[config.mk]
export PLATFORM = sky130hd
export DESIGN_NAME = addsub_pipe
export DESIGN_NICKNAME = d
export VERILOG_FILES = /design/src/rtl/addsub_pipe.sv
export SDC_FILE = /design/constraint.sdc
export NUM_CORES = 1
export LEC_CHECK = 0
export BUFFER_PORTS_ARGS = -buffer_cell sky130_fd_sc_hd__buf_2
export CAP_MARGIN = 40
export CORE_MARGIN = 3
export CORE_UTILIZATION = 45
export DETAILED_ROUTE_END_ITERATION = 10
export SETUP_SLACK_MARGIN = 0.3
export SYNTH_ARGS = -nofsm -noshare
export SYNTH_HDL_FRONTEND = slang
export SYNTH_SLANG_ARGS = --single-unit
[constraint.sdc]
create_clock -name clock -period 5.83 [get_ports clock]
set_input_delay 0.583 -clock clock [delete_from_list [all_inputs] [get_ports clock]]
set_output_delay 0.583 -clock clock [all_outputs]
set_load 0.03 [all_outputs]
[src/rtl/addsub_pipe.sv]
// addsub_pipe: pipelined two's-complement adder/subtractor.
// Operands are split into STAGES chunks of CW = WIDTH/STAGES bits. Each chunk is
// added in its own stage, and the carry is registered between stages.
// A global advance (adv = !out_valid | out_ready) moves every stage together.
//
// Ports:
//   clock, reset          rising-edge clock, synchronous active-high reset
//   in_valid / in_ready   operand beat handshake (in_ready = adv)
//   op_sub                0: a+b, 1: a-b (sampled with the beat)
//   data_a, data_b        operands
//   out_valid / out_ready result beat handshake
//   result                sum or difference modulo 2^WIDTH
//   c_out                 carry out of MSB (subtract: 1 = no borrow)
//   overflow              signed overflow
//   is_not_equal          result != 0
//   is_less_than          result[MSB] ^ overflow (signed a < b for subtract)
//
// WIDTH must be a multiple of STAGES.
module addsub_pipe #(
    parameter int unsigned WIDTH  = 32,
    parameter int unsigned STAGES = 4
) (
    input  logic             clock,
    input  logic             reset,
    input  logic             in_valid,
    output logic             in_ready,
    input  logic             op_sub,
    input  logic [WIDTH-1:0] data_a,
    input  logic [WIDTH-1:0] data_b,
    output logic             out_valid,
    input  logic             out_ready,
    output logic [WIDTH-1:0] result,
    output logic             c_out,
    output logic             overflow,
    output logic             is_not_equal,
    output logic             is_less_than
);

    localparam int unsigned CW = WIDTH / STAGES;
    localparam int unsigned SW = CW + 1;

    // Rotate right by one chunk.
    function automatic logic [WIDTH-1:0] f_rot(input logic [WIDTH-1:0] x);
        return (x >> CW) | (x << (WIDTH - CW));
    endfunction

    // Replace the low chunk with its sum, then rotate. After STAGES steps, the
    // result chunks have cycled back into natural order. This way a single
    // WIDTH-bit register per stage carries both the unconsumed A chunks (skew)
    // and the finished result chunks (de-skew).
    function automatic logic [WIDTH-1:0] f_merge(input logic [WIDTH-1:0] x,
                                                 input logic [CW-1:0]    s);
        logic [WIDTH-1:0] m;
        m = ~({WIDTH{1'b1}} << CW);
        return f_rot((x & ~m) | (WIDTH'(s) & m));
    endfunction

    logic             w_adv;
    logic [WIDTH-1:0] w_binv;

    // Inputs to the final chunk adder.
    logic [WIDTH-1:0] w_fx;
    logic [CW-1:0]    w_fb;
    logic             w_fcin;
    logic             w_fv;

    assign w_adv    = !out_valid | out_ready;
    assign in_ready = w_adv;
    // Subtract is A + ~B + 1.
    assign w_binv   = data_b ^ {WIDTH{op_sub}};

    if (STAGES > 1) begin : g_pipe
        localparam int NP = int'(STAGES) - 1;

        logic             r_v  [NP];
        logic             r_cy [NP];
        logic [WIDTH-1:0] r_x  [NP];
        logic [WIDTH-1:0] r_b  [NP];

        logic [WIDTH-1:0] w_sx  [NP];
        logic [WIDTH-1:0] w_sb  [NP];
        logic             w_sc  [NP];
        logic             w_sv  [NP];
        logic [SW-1:0]    w_sum [NP];

        // Stage sources: stage 0 takes the input beat, stage k takes stage k-1.
        always_comb begin
            w_sx[0] = data_a;
            w_sb[0] = w_binv;
            w_sc[0] = op_sub;
            w_sv[0] = in_valid;
            for (int k = 1; k < NP; k++) begin
                w_sx[k] = r_x[k-1];
                w_sb[k] = r_b[k-1];
                w_sc[k] = r_cy[k-1];
                w_sv[k] = r_v[k-1];
            end
            for (int k = 0; k < NP; k++) begin
                w_sum[k] = {1'b0, w_sx[k][CW-1:0]} + {1'b0, w_sb[k][CW-1:0]} + SW'(w_sc[k]);
            end
        end

        // All stages shift together on adv; reset wins.
        always_ff @(posedge clock) begin
            if (reset) begin
                for (int k = 0; k < NP; k++) begin
                    r_v[k]  <= 1'b0;
                    r_cy[k] <= 1'b0;
                    r_x[k]  <= '0;
                    r_b[k]  <= '0;
                end
            end else if (w_adv) begin
                for (int k = 0; k < NP; k++) begin
                    r_v[k]  <= w_sv[k];
                    r_cy[k] <= w_sum[k][CW];
                    r_x[k]  <= f_merge(w_sx[k], w_sum[k][CW-1:0]);
                    r_b[k]  <= f_rot(w_sb[k]);
                end
            end
        end

        assign w_fx   = r_x[NP-1];
        assign w_fb   = r_b[NP-1][CW-1:0];
        assign w_fcin = r_cy[NP-1];
        assign w_fv   = r_v[NP-1];
    end else begin : g_flat
        assign w_fx   = data_a;
        assign w_fb   = w_binv[CW-1:0];
        assign w_fcin = op_sub;
        assign w_fv   = in_valid;
    end

    // Final chunk adder and flags.
    logic [SW-1:0]    w_fsum;
    logic [WIDTH-1:0] w_res;
    logic             w_cin_msb;
    logic             w_ovf;

    always_comb begin
        w_fsum    = {1'b0, w_fx[CW-1:0]} + {1'b0, w_fb} + SW'(w_fcin);
        w_res     = f_merge(w_fx, w_fsum[CW-1:0]);
        // Carry into the MSB is recovered from the MSB sum bit.
        w_cin_msb = w_fx[CW-1] ^ w_fb[CW-1] ^ w_fsum[CW-1];
        w_ovf     = w_cin_msb ^ w_fsum[CW];
    end

    logic             r_out_valid;
    logic [WIDTH-1:0] r_result;
    logic             r_c_out;
    logic             r_overflow;
    logic             r_ne;
    logic             r_lt;

    // Output stage registers; these hold while stalled.
    always_ff @(posedge clock) begin
        if (reset) begin
            r_out_valid <= 1'b0;
            r_result    <= '0;
            r_c_out     <= 1'b0;
            r_overflow  <= 1'b0;
            r_ne        <= 1'b0;
            r_lt        <= 1'b0;
        end else if (w_adv) begin
            r_out_valid <= w_fv;
            r_result    <= w_res;
            r_c_out     <= w_fsum[CW];
            r_overflow  <= w_ovf;
            r_ne        <= |w_res;
            r_lt        <= w_res[WIDTH-1] ^ w_ovf;
        end
    end

    assign out_valid    = r_out_valid;
    assign result       = r_result;
    assign c_out        = r_c_out;
    assign overflow     = r_overflow;
    assign is_not_equal = r_ne;
    assign is_less_than = r_lt;

endmodule
# Word-level counts from Yosys, hierarchy flattened
# Memories as Yosys holds them, arrays and structs flattened. A register that Yosys moved wholly into a read port is not among the register bits.
# Index checks and enable logic that the tools add are counted.
# W data, S select, Z words.
[word_totals]
register_bits = 36
latch_bits = 0
mem_bits_rw = 198
rom_bits = 0
in_bits = 69
output_inout_bits = 38
wordCells = 65
mem_count = 4
[classes]
n_addsub = 8
mul = 0
n_div = 0
magnitude_cmp = 0
eq_ne = 0
shifts = 0
n_mux = 17
bitwise = 29
reduce_logical = 2
[memory_table]
columns = ["memory", "depth", "word_bits", "read_ports", "rd_clocked_by_memory_dff", "write_ports", "line_no", "source"]
rows = [
  ["g_pipe.r_b", 3, 32, 3, 0, 3, "78", "logic [WIDTH-1:0] r_b [NP];"],
  ["g_pipe.r_x", 3, 32, 3, 0, 3, "77", "logic [WIDTH-1:0] r_x [NP];"],
  ["g_pipe.r_cy", 3, 1, 3, 0, 3, "76", "logic r_cy [NP];"],
  ["g_pipe.r_v", 3, 1, 3, 1, 3, "75", "logic r_v [NP];"],
]
[ops]
columns = ["op", "count"]
rows = [
  ["$or A24 B32 Y32", 7],
  ["$mux W32", 6],
  ["$or A32 B8 Y32", 4],
  ["$add A8 B8 Y9", 4],
  ["$add A9 B1 Y9", 4],
  ["$reduce_or A32 Y1", 1],
  ["$xor A32 B32 Y32", 1],
  ["$or A1 B1 Y1", 13],
  ["$mux W1", 11],
  ["$xor A1 B1 Y1", 4],
  ["$logic_not A1 Y1", 1],
]

# Logic depth before layout (Yosys ltp)
[depth]
depth_word = 6
depth_mapped = 10
mapped_depth_nobuf = 10

# Worst setup path after synthesis
# OpenSTA, ideal clock, no wires.
[synth_path]
kind = "input to register"
startpoint = "input port out_ready"
endpoint = "memory g_pipe.r_b[0][0], enable pin"
arrival_ns = 3.833
t_required_ns = 4.574
slack_ns = 0.741
path_stages = 4
n_path_buf = 2
path_cell_list = "nor2b_1 clkbuf_1 clkbuf_1 nand2_1"
[synth_rtl]
columns = ["item", "line_no", "source"]
rows = [
  ["start: declaration", "31", "input logic out_ready,"],
  ["end: declaration", "78", ""],
]

# Worst setup path after layout
[layout_path]
startpoint = "register r_out_valid, in the netlist out_valid (read register of g_pipe.r_v)"
endpoint = "output port in_ready"
[layout_via]
elab_chain_cells = 2
[layout_lines]
columns = ["item", "line_no", "source"]
rows = [
  ["start: declaration", "147", "logic r_out_valid;"],
  ["$logic_not A1 Y1", "67", "assign w_adv = !out_valid | out_ready;"],
  ["$or A1 B1 Y1", "67", ""],
  ["end: declaration", "26", "output logic in_ready,"],
]
# No other way between the ends.

==> reports/metrics.cfg <==
[synthesis]
synth_ff_type = edfxtp_1
ys_warn_count = 0
synth-edff-count = 150
synth_fp_nets = 785
ys_ff_latch = 187
synth-seq-area-share = 0.631
synthMuxAreaShare = 0.00422
synth_top_family_by_area = simple AND/OR/NAND/NOR gates
syn_inst = 681
async_reset_ff_frac = 0
synth_area_um2 = 8310
ys_types = 42
synth-adder-area-share = 0.0590
synthXorXnorAreaFrac = 0.0485
synth_area_per_cell_um2 = 12.2
synthSimpleGateAreaFrac = 0.165
synth_compound_area_frac = 0.0664

[flow_run]
cap_violations = 0

[sta]
setup_violations = 0
max-slew-margin-rel = 0.443
fmax_ghz = 0.331
rsz0062_at_grt = no
post-route-min-period_ps = 3020
tightest_slew_ps = 836
finalMaxSlewViolations = 0
hold_viol = 0
fin_crit_sh = 0.517
tns_ps = 0
fin_skew_ps = 10.5

[pwr]
combPwrFrac = 0.099
switchingPower_uw = 683
clkPwrFrac = 0.395
seqPwrFrac = 0.506
switching_share = 0.219
internal-power_mw = 2.44
max-vdd-ir-drop_mv = 0.188
p_leak_nw = 4.41
p_per_area_nw_per_um2 = 323

[layout]
fin_nets = 873
fillers = 1579
areaGrowthSynthToFinish_pct = 16.3
drive_gt1_frac = 0.192
diodes = 0
final_cell_count_no_fill = 1011
mostFrequentLayoutCell = edfxtp_1
final_cell_mix = edfxtp_1 (150), and3_1 (107), buf_2 (106), nand2_1 (65), nor2_1 (50)

[cts]
clockRootBuffer = clkbuf_16
cts_buffer_depth = 2
hold_buffers = 0
postCtsSetupRepairBufs = 0
cts_buffers = 17
insertion_delay_ps = 420
cts-resized-gates = 0
cts.sinks = 187
clk_pin_slew_worst_paths_ps = 70
htreeDepth = 4
cts_tree = built

[floorplanning]
die_x_um = 142
core_area_um2 = 18000
die_area_um2 = 20100
initial_core_util = 0.461
rows = 49
dieHeight_um = 142
io_pins = 107

[critical_path]
cp-start-kind = flop
reg2regPathDepth = 7
crit_start = out_valid$_SDFFE_PP0P_
cp_max_fo = 69
cp.arrival_ps = 2430
cp-end-kind = output port
worstSetupPathType = reg2out
r2r-start = out_valid$_SDFFE_PP0P_
worstPathRequired_ps = 5250

[worst_hold_path]
hold_class = reg2reg
min_from = result[24]$_SDFFE_PP0P_
holdPathStages = 2

[drt]
viasPerCell = 5.09
post_drt_wl_per_cell_um = 14.6
drc_errors = 0
vias = 5149
drt-total-wl_um = 14800
initialDrtViolationCount = 475
ant_nets = 0
first_pass_iters = 5

[global_route]
grt_use_total = 0.150
grt_pass1_wl_um = 24100
grt_max_degree = 109
overflow = 0
grt_pass1_vias = 4836
antenna_found_initial = 0

[placement]
dp.final_hpwl_um = 9870
dp.cells = 979
gp_congestion = 0.768
port_buffers = 106

[status]
status = complete, no violations

## final timing paths
kind | end | slack (ps)
worst max-delay path | in_ready | 2810
worst min-delay path | result[24]$_SDFFE_PP0P_ | 450
worst max register to register | g_pipe.r_x[0][31]$_SDFFCE_PN0P_ | 2900
worst min register to register | result[24]$_SDFFE_PP0P_ | 450
## per-layer routing
metal,vias up,GRT usage,wire length (um),share of wire
met2,152,0.203,6020,0.41
met5,-,0,0,0
met1,2349,0.235,7770,0.52
li1,2638,-,-,-
met4,0,0.0444,112,0.0076
met3,10,0.0381,905,0.061
## sequential cells by signal, summed over array words and instances (netlist names)
name	flops
g_pipe.r_b	48
g_pipe.r_cy	3
is_less_than	1
c_out	1
g_pipe.r_x	96
g_pipe.r_v	3
out_valid	1
result	32
is_not_equal	1
overflow	1
## synth_stat cells (3+ instances only)
cell type / count / area share
o21ai_0: 10 / 0.0060
a31oi_1: 4 / 0.0030
a211oi_1: 4 / 0.0036
o21a_1: 5 / 0.0045
fa_1: 7 / 0.017
xnor2_1: 35 / 0.037
ha_1: 28 / 0.042
buf_2: 3 / 0.0018
nand2_1: 66 / 0.030
edfxtp_1: 150 / 0.54
dfxtp_1: 37 / 0.089
nor4_1: 9 / 0.0068
or3_1: 6 / 0.0045
o21ai_1: 6 / 0.0036
nor3_1: 10 / 0.0060
nor2b_1: 7 / 0.0053
clkbuf_1: 36 / 0.016
a21o_1: 9 / 0.0081
xor2_1: 11 / 0.012
inv_1: 8 / 0.0036
a21oi_1: 43 / 0.026
inv_2: 4 / 0.0018
nor2_1: 50 / 0.023
and3_1: 107 / 0.081
## critical path, stage by stage, from the launching register on
cell and delay (ps):
dfxtp_1 330, nor2b_2 130, buf_4 370, clkinv_2 730, buf_2 440
## area by class of cell
type	count	area (um2)	share of cell area
Inverter	12	46.3	0.00479
Timing Repair Buffer	111	581	0.0601
Multi-Input combinational cell	440	2860	0.296
Sequential cell	187	5250	0.543
Clock buffer	17	425	0.0440
Tap cell	229	287	0.0296
Clock inverter	15	221	0.0229
## per-stage QoR
step / util / hold WS, ps / worst slack (ps) / power (mW) / instance area [um2]
3_5_place_dp: 0.500 / 446 / 2570 / 1.92 / 9020
2_1_floorplan: - / 433 / 741 / 1.82 / 8310
4_1_cts: 0.536 / 445 / 2780 / 3.15 / 9670
3_3_place_gp: 0.500 / 440 / 2710 / 1.91 / 9020
6_report: 0.536 / 452 / 2810 / 3.12 / 9670
5_1_grt: 0.536 / 449 / 2580 / 3.25 / 9670
## cells by family after synthesis
| family | Yosys count |
|---|---|
| muxes | 3 |
| DFF | 187 |
| and+or+nand+nor | 266 |
| buffers and inverters | 54 |
| xor gates and xnor gates | 46 |
| AOI/OAI and AO/OA | 90 |
| adders and majority gates | 35 |
## power by group through the flow
stage / Combinational, mW / Clock (mW) / Sequential, mW
after floorplan: 0.198 / 0 / 1.62
after global placement: 0.300 / 0 / 1.61
after detailed placement: 0.307 / 0 / 1.61
after CTS: 0.310 / 1.26 / 1.58
after global routing: 0.345 / 1.32 / 1.59
final: 0.308 / 1.23 / 1.58
(Power assumes the default switching activity.)
